$ cat config.mk
export PLATFORM = sky130hd
export DESIGN_NAME = sdes_cbc_stream
export DESIGN_NICKNAME = d
export VERILOG_FILES = /design/src/rtl/sdes_pkg.sv /design/src/rtl/sdes.sv /design/src/rtl/sdes_byte_fifo.sv /design/src/rtl/sdes_cbc_stream.sv
export SDC_FILE = /design/constraint.sdc
export NUM_CORES = 1
export LEC_CHECK = 0
export ABC_AREA = 1
export CORE_UTILIZATION = 44
export CTS_CLUSTER_SIZE = 30
export DETAILED_ROUTE_END_ITERATION = 10
export DONT_BUFFER_PORTS = 1
export HOLD_SLACK_MARGIN = 0.12
export SLEW_MARGIN = 30
export SYNTH_ARGS = -nofsm -noshare
export SYNTH_HDL_FRONTEND = slang
export SYNTH_SLANG_ARGS = --single-unit
$ cat constraint.sdc
create_clock -name clk -period 2.17 [get_ports clk]
set_input_delay 0.3255 -clock clk [delete_from_list [all_inputs] [get_ports clk]]
set_output_delay 0.3255 -clock clk [all_outputs]
set_load 0.01 [all_outputs]
$ cat src/rtl/sdes_pkg.sv
`default_nettype none
// ============================================================================
// Module      : sdes_pkg
// Description : Shared widths, FSM state and output-FIFO entry layout for the
//               S-DES streaming front-end.
// Revision    : 1.0 - initial release
// ============================================================================
package sdes_pkg;

    localparam int KEY_W = 10;
    localparam int BLK_W = 8;

    typedef enum logic [0:0] {
        NO_KEY = 1'b0,
        RUN    = 1'b1
    } state_t;

    typedef struct packed {
        logic             last;
        logic [BLK_W-1:0] data;
    } fifo_entry_t;

    localparam int ENTRY_W = $bits(fifo_entry_t);

endpackage
`default_nettype wire

$ cat src/rtl/sdes.sv
`default_nettype none
// ============================================================================
// Module      : sdes
// Description : Combinational S-DES block encryption (two Feistel rounds).
// Revision    : 1.0 - initial release
// ============================================================================
module sdes
    import sdes_pkg::*;
(
    input  logic [BLK_W-1:0] i_pt,
    input  logic [KEY_W-1:0] i_key,
    output logic [BLK_W-1:0] o_ct
);

    function automatic logic [1:0] f_sbox0(input logic [3:0] idx);
        case (idx)
            4'd1, 4'd7, 4'd8:          f_sbox0 = 2'd0;
            4'd0, 4'd6, 4'd10, 4'd13:  f_sbox0 = 2'd1;
            4'd3, 4'd5, 4'd9, 4'd15:   f_sbox0 = 2'd2;
            default:                   f_sbox0 = 2'd3;
        endcase
    endfunction

    function automatic logic [1:0] f_sbox1(input logic [3:0] idx);
        case (idx)
            4'd0, 4'd5, 4'd9, 4'd11, 4'd14: f_sbox1 = 2'd0;
            4'd1, 4'd6, 4'd10, 4'd13:       f_sbox1 = 2'd1;
            4'd2, 4'd4, 4'd12:              f_sbox1 = 2'd2;
            default:                        f_sbox1 = 2'd3;
        endcase
    endfunction

    // Round function: expand/permute, key mix, S-boxes (row = outer bits), P4
    function automatic logic [3:0] f_round(input logic [3:0] r, input logic [7:0] sk);
        logic [7:0] x;
        logic [1:0] s0;
        logic [1:0] s1;
        x  = {r[0], r[3], r[2], r[1], r[2], r[1], r[0], r[3]} ^ sk;
        s0 = f_sbox0({x[7], x[4], x[6], x[5]});
        s1 = f_sbox1({x[3], x[0], x[2], x[1]});
        f_round = {s0[0], s1[0], s1[1], s0[1]};
    endfunction

    function automatic logic [7:0] f_p8(input logic [9:0] v);
        f_p8 = {v[4], v[7], v[3], v[6], v[2], v[5], v[0], v[1]};
    endfunction

    logic [9:0] w_p10;
    logic [9:0] w_ls1;
    logic [9:0] w_ls2;
    logic [7:0] w_k1;
    logic [7:0] w_k2;
    logic [7:0] w_ip;
    logic [3:0] w_l1;
    logic [3:0] w_l2;
    logic [7:0] w_pre;

    assign w_p10 = {i_key[7], i_key[5], i_key[8], i_key[3], i_key[6],
                    i_key[0], i_key[9], i_key[1], i_key[2], i_key[4]};
    assign w_ls1 = {w_p10[8:5], w_p10[9], w_p10[3:0], w_p10[4]};
    assign w_ls2 = {w_ls1[7:5], w_ls1[9:8], w_ls1[2:0], w_ls1[4:3]};
    assign w_k1  = f_p8(w_ls1);
    assign w_k2  = f_p8(w_ls2);

    assign w_ip  = {i_pt[6], i_pt[2], i_pt[5], i_pt[7], i_pt[4], i_pt[0], i_pt[3], i_pt[1]};
    // Halves are swapped between rounds, so round two works on the original right half
    assign w_l1  = w_ip[7:4] ^ f_round(w_ip[3:0], w_k1);
    assign w_l2  = w_ip[3:0] ^ f_round(w_l1, w_k2);
    assign w_pre = {w_l2, w_l1};

    assign o_ct  = {w_pre[4], w_pre[7], w_pre[5], w_pre[3],
                    w_pre[1], w_pre[6], w_pre[0], w_pre[2]};

endmodule
`default_nettype wire

$ cat src/rtl/sdes_byte_fifo.sv
`default_nettype none
// ============================================================================
// Module      : sdes_byte_fifo
// Description : Synchronous power-of-two FIFO; head reads as zero when empty.
// Revision    : 1.0 - initial release
// ============================================================================
module sdes_byte_fifo #(
    parameter int DEPTH = 2,
    parameter int WIDTH = 9
) (
    input  logic                       clk,
    input  logic                       rst,
    input  logic                       i_push,
    input  logic [WIDTH-1:0]           i_din,
    input  logic                       i_pop,
    output logic [WIDTH-1:0]           o_dout,
    output logic [$clog2(DEPTH):0]     o_count,
    output logic                       o_full,
    output logic                       o_empty
);

    localparam int PTR_W = $clog2(DEPTH);
    localparam int CNT_W = PTR_W + 1;

    logic [WIDTH-1:0] r_mem [DEPTH];
    logic [PTR_W-1:0] r_wr_ptr;
    logic [PTR_W-1:0] r_rd_ptr;
    logic [CNT_W-1:0] r_count;
    logic             w_push;
    logic             w_pop;

    assign o_full  = (r_count == CNT_W'(DEPTH));
    assign o_empty = (r_count == '0);
    assign o_count = r_count;
    assign w_push  = i_push && !o_full;
    assign w_pop   = i_pop && !o_empty;
    assign o_dout  = o_empty ? '0 : r_mem[r_rd_ptr];

    always_ff @(posedge clk) begin
        if (w_push) begin
            r_mem[r_wr_ptr] <= i_din;
        end
    end

    // Pointers wrap naturally because DEPTH is a power of two
    always_ff @(posedge clk) begin
        if (rst) begin
            r_wr_ptr <= '0;
            r_rd_ptr <= '0;
            r_count  <= '0;
        end else begin
            if (w_push) begin
                r_wr_ptr <= r_wr_ptr + PTR_W'(1);
            end
            if (w_pop) begin
                r_rd_ptr <= r_rd_ptr + PTR_W'(1);
            end
            case ({w_push, w_pop})
                2'b10:   r_count <= r_count + CNT_W'(1);
                2'b01:   r_count <= r_count - CNT_W'(1);
                default: r_count <= r_count;
            endcase
        end
    end

endmodule
`default_nettype wire

$ cat src/rtl/sdes_cbc_stream.sv
`default_nettype none
// ============================================================================
// Module      : sdes_cbc_stream
// Description : Byte-stream S-DES encryptor with valid/ready in and out and an
//               output FIFO. Define SDES_CBC_EN for CBC chaining, else ECB.
// Revision    : 1.0 - initial release
// ============================================================================
module sdes_cbc_stream
    import sdes_pkg::*;
#(
    parameter int FIFO_DEPTH = 2,
    parameter int CNT_W      = 16
) (
    input  logic             clk,
    input  logic             rst,
    input  logic             key_load,
    input  logic [9:0]       key_in,
    input  logic [7:0]       iv_in,
    input  logic             pt_valid,
    output logic             pt_ready,
    input  logic [7:0]       pt_data,
    input  logic             pt_last,
    output logic             ct_valid,
    input  logic             ct_ready,
    output logic [7:0]       ct_data,
    output logic             ct_last,
    output logic [CNT_W-1:0] byte_cnt,
    output logic             key_loaded
);

    state_t                      r_state;
    state_t                      w_state_nxt;
    logic [KEY_W-1:0]            r_key;
    logic [CNT_W-1:0]            r_byte_cnt;
    logic                        w_accept;
    logic [BLK_W-1:0]            w_sdes_in;
    logic [BLK_W-1:0]            w_ct;
    fifo_entry_t                 w_push_entry;
    fifo_entry_t                 w_head;
    logic                        w_full;
    logic                        w_empty;
    logic [$clog2(FIFO_DEPTH):0] w_unused_fifo_count;

    always_ff @(posedge clk) begin
        if (rst) begin
            r_state <= NO_KEY;
        end else begin
            r_state <= w_state_nxt;
        end
    end

    always_comb begin
        w_state_nxt = r_state;
        if (key_load) begin
            w_state_nxt = RUN;
        end
    end

    assign pt_ready   = (r_state == RUN) && !w_full;
    assign w_accept   = pt_valid && pt_ready;
    assign key_loaded = (r_state == RUN);
    assign byte_cnt   = r_byte_cnt;

    // A key_load coinciding with an accept still encrypts that byte with the old key/chain
    always_ff @(posedge clk) begin
        if (rst) begin
            r_key      <= '0;
            r_byte_cnt <= '0;
        end else if (key_load) begin
            r_key      <= key_in;
            r_byte_cnt <= '0;
        end else if (w_accept) begin
            r_byte_cnt <= r_byte_cnt + CNT_W'(1);
        end
    end

`ifdef SDES_CBC_EN
    logic [BLK_W-1:0] r_iv;
    logic [BLK_W-1:0] r_chain;

    assign w_sdes_in = pt_data ^ r_chain;

    always_ff @(posedge clk) begin
        if (rst) begin
            r_iv    <= '0;
            r_chain <= '0;
        end else if (key_load) begin
            r_iv    <= iv_in;
            r_chain <= iv_in;
        end else if (w_accept) begin
            r_chain <= pt_last ? r_iv : w_ct;
        end
    end
`else
    logic w_unused_iv;

    assign w_sdes_in   = pt_data;
    assign w_unused_iv = ^iv_in;
`endif

    sdes u_sdes (
        .i_pt  (w_sdes_in),
        .i_key (r_key),
        .o_ct  (w_ct)
    );

    assign w_push_entry = '{last: pt_last, data: w_ct};

    sdes_byte_fifo #(
        .DEPTH (FIFO_DEPTH),
        .WIDTH (ENTRY_W)
    ) u_fifo (
        .clk     (clk),
        .rst     (rst),
        .i_push  (w_accept),
        .i_din   (w_push_entry),
        .i_pop   (ct_ready),
        .o_dout  (w_head),
        .o_count (w_unused_fifo_count),
        .o_full  (w_full),
        .o_empty (w_empty)
    );

    assign ct_valid = !w_empty;
    assign ct_data  = w_head.data;
    assign ct_last  = w_head.last;

endmodule
`default_nettype wire
==> metrics.cfg <==
[status]
outcome=finished, final reports clean

[setup_path]
critPathBufInv=1
crit_required_ns=2.23
crit_slowest_cell=dfxtp_2
start_kind=flop
critPathMaxFanout=3
r2r_cells=12
cpMostUsedCell=nand2_2
worstSetupPathType=reg -> reg
r2r-end=u_fifo.r_mem[1][5]$_DFFE_PP_
crit_path_max_incr_delay_ns=0.35
cp_cell_sequence=inv_2 > nand2_2 > nand2_2 > ha_4 > or2_4 > nand3_4 > nand3b_1 > nand2_2 > ha_4 > or2_1 > nand3_1 > nand2_1
crit_path_end_kind=flop
reg2reg_from=r_key[0]$_SDFFE_PP0P_
arrival_ns=2.20
cp_top_family=simple AND/OR/NAND/NOR gates
ff2ff_setup_slack_ns=0.03

[power]
leakage_uw=0.001397
ir_worst_vdd_mv=0.3513
pwr_density_cell_nw_per_um2=712.2

[layout]
area.sequential_um2=1192
final_area_um2=3269
drive_above_1_share=0.2321
fin_nets=440
multiInputGateArea_um2=1545
layout-area-overhead-vs-synth_pct=18.29
final_util=0.5457
antenna_cells=0
fillers=582

[drt]
drt-pass1-iter-count=4
drc=0
wl_per_cell_um=12.77
drt_wl_total_um=6129
vias=2434
vias_per_cell=5.071
ant_nets=0
first_iter_violations=110

[timing]
setup_ws_ns=0.02896
final-hold-violation-count=0
finalSetupViolCount=0
tightest_slew_ns=0.6225
fmax_mhz=467.1
fin_skew_ns=0.003348
drv_slew=0
post-route-period-util=0.9867
setup-tns-final_ns=0
rsz0062_at_grt=true
layout_min_cycle_time_ns=2.141
slew-limit-headroom=0.5836

[worst_hold_path]
worst_hold_startpoint=key_load
holdPathStages=2
hp-class=in -> reg
holdPathEnd=r_key[8]$_SDFFE_PP0P_

[yosys]
syn_nets=417
yosysUniqueCellTypes=33
synth-async-reset-ratio=0
postSynthCellCount=381
synth_seq_cells=50
netlist_area_um2=2764
synth_edf_count=18
yosysSeqAreaShare=0.4273
yosysWarnings=0
post_synth.cell_area_avg_um2=7.254
synth_top_flop_cell=dfxtp_1

[clocking]
cts_tree=done
cts_buffers=5
htreeDepth=2
clock-sinks=50
clock_latency_ns=0.30
clk_pin_slew_ns=0.09
cts_buffer_depth=2
cts-root-buf=clkbuf_8

[global_routing]
grt_overflow=0
grt_pass1_vias=2080
grt_usage=0.1908
grt_max_degree=20
grt_pass1_wl_um=9501
antenna_found_initial=0

[placed_design]
placed_area_um2=2967
place.gp.congestion=0.8651
port_buffers=0
post-dp-hpwl_um=4473
pre_cts_slack_ns=-0.05854

[die]
die_h_um=81.26
die_area_um2=6602
ios=60
die_w_um=81.26
coreArea_um2=5991
rows=28
start_util=0.4614

[flow_run]
max_cap_violations=0

==> repair_timing <==
action / in CTS / in global routing
hold buffers: 2 / 0
hold endpoints to repair: 17 / 0
pin swaps: 10 / 17
resized for setup: 5 / 36
buffers inserted: 3 / 0
endpoints found under the setup margin: 2 / 8
==> cells by family after synthesis <==
family | Yosys count | share of synthesized area
buffers and inverters | 49 | 0.06655
adders and majority gates | 4 | 0.01811
AOI/OAI and AO/OA | 47 | 0.09869
xor gates and xnor gates | 5 | 0.01585
DFF | 50 | 0.4273
and+or+nand+nor | 226 | 0.3735
==> sequential cells by signal (all words and copies together) (netlist names), named ones only <==
name             count
byte_cnt            16
u_fifo.r_wr_ptr      1
u_fifo.r_rd_ptr      1
r_key               10
u_fifo.r_mem        18
u_fifo.o_count       2
key_loaded           1
==> layout by cell type, fill, tap and decap left out, types with 2 or more instances in the layout <==
cell,instances
nand2_4,3
inv_1,35
a21oi_1,26
ha_1,2
nand3_2,8
buf_4,19
inv_2,7
nor3b_1,2
dlygate4sd3_1,2
nand3_4,2
o21ai_0,6
nor2_4,3
dfxtp_2,3
nand3b_1,5
dfxtp_4,2
clkbuf_8,5
nand2_1,114
nand2_2,27
nor2_1,26
ha_4,2
nand3_1,29
xor2_1,3
dfxtp_1,27
edfxtp_1,18
clkinv_1,2
a211oi_1,8
==> how the worst max path moves through the flow <==
stage | startpoint | end | cells after the start
after global routing | r_key[0]$_SDFFE_PP0P_ | u_fifo.r_mem[1][5]$_DFFE_PP_ | 15
after detailed placement | r_key[7]$_SDFFE_PP0P_ | u_fifo.r_mem[1][5]$_DFFE_PP_ | 13
after floorplan | r_key[0]$_SDFFE_PP0P_ | u_fifo.r_mem[0][5]$_DFFE_PP_ | 13
final | r_key[0]$_SDFFE_PP0P_ | u_fifo.r_mem[1][5]$_DFFE_PP_ | 12
after CTS | r_key[7]$_SDFFE_PP0P_ | u_fifo.r_mem[1][5]$_DFFE_PP_ | 13
after global placement | pt_data[3] | u_fifo.r_mem[0][5]$_DFFE_PP_ | 13
==> worst register-to-register path: stages, from the launching register on <==
cell and delay, ns:
dfxtp_2 0.35, inv_2 0.04, nand2_2 0.05, nand2_2 0.08, ha_4 0.24, or2_4 0.24
nand3_4 0.10, nand3b_1 0.10, nand2_2 0.11, ha_4 0.19, or2_1 0.24, nand3_1 0.09
nand2_1 0.07
==> cell type report <==
class,count,share of cell area
Clock buffer,6,0.02220
Clock inverter,2,0.01148
Inverter,44,0.05052
Multi-Input combinational cell,282,0.4726
Sequential cell,50,0.3647
Tap cell,75,0.02870
Timing Repair Buffer,21,0.04975
==> power by group <==
group | internal, uW | leakage [uW] | switching, uW
logic | 230 | 0.000917 | 384
registers | 1030 | 0.000428 | 30.0
clock network | 344 | 0.0000514 | 309
==> layer usage <==
layer  up-vias  GRT usage  routed length (um)  part of all wire
met4         0    0.06786                  95             0.016
met5         -          0                   0                 0
met1      1091     0.2497                2881              0.47
met3         7    0.05618                 336             0.055
li1       1285          -                   -                 -
met2        51     0.2975                2816              0.46
==> cell usage after synthesis (all sizes together), types with 4 or more instances <==
| library cell | count | share of area |
|---|---|---|
| edfxtp | 18 | 0.20 |
| dfxtp | 32 | 0.23 |
| ha | 4 | 0.018 |
| nand2 | 144 | 0.21 |
| nand3 | 39 | 0.076 |
| a21oi | 27 | 0.050 |
| inv | 42 | 0.057 |
| nor2 | 30 | 0.050 |
| a211oi | 8 | 0.022 |
| clkbuf | 5 | 0.0068 |
| o21ai | 8 | 0.014 |
| nand3b | 5 | 0.014 |
==> per-stage QoR <==
stage,std cells,hold slack (ns),total power [uW]
6_report,480,0.1583,2328
2_1_floorplan,381,0.4244,1470
5_1_grt,480,0.1544,2472
3_3_place_gp,467,0.3988,1592
3_5_place_dp,467,0.4000,1607
4_1_cts,480,0.1494,2283
(Power assumes the default switching activity.)
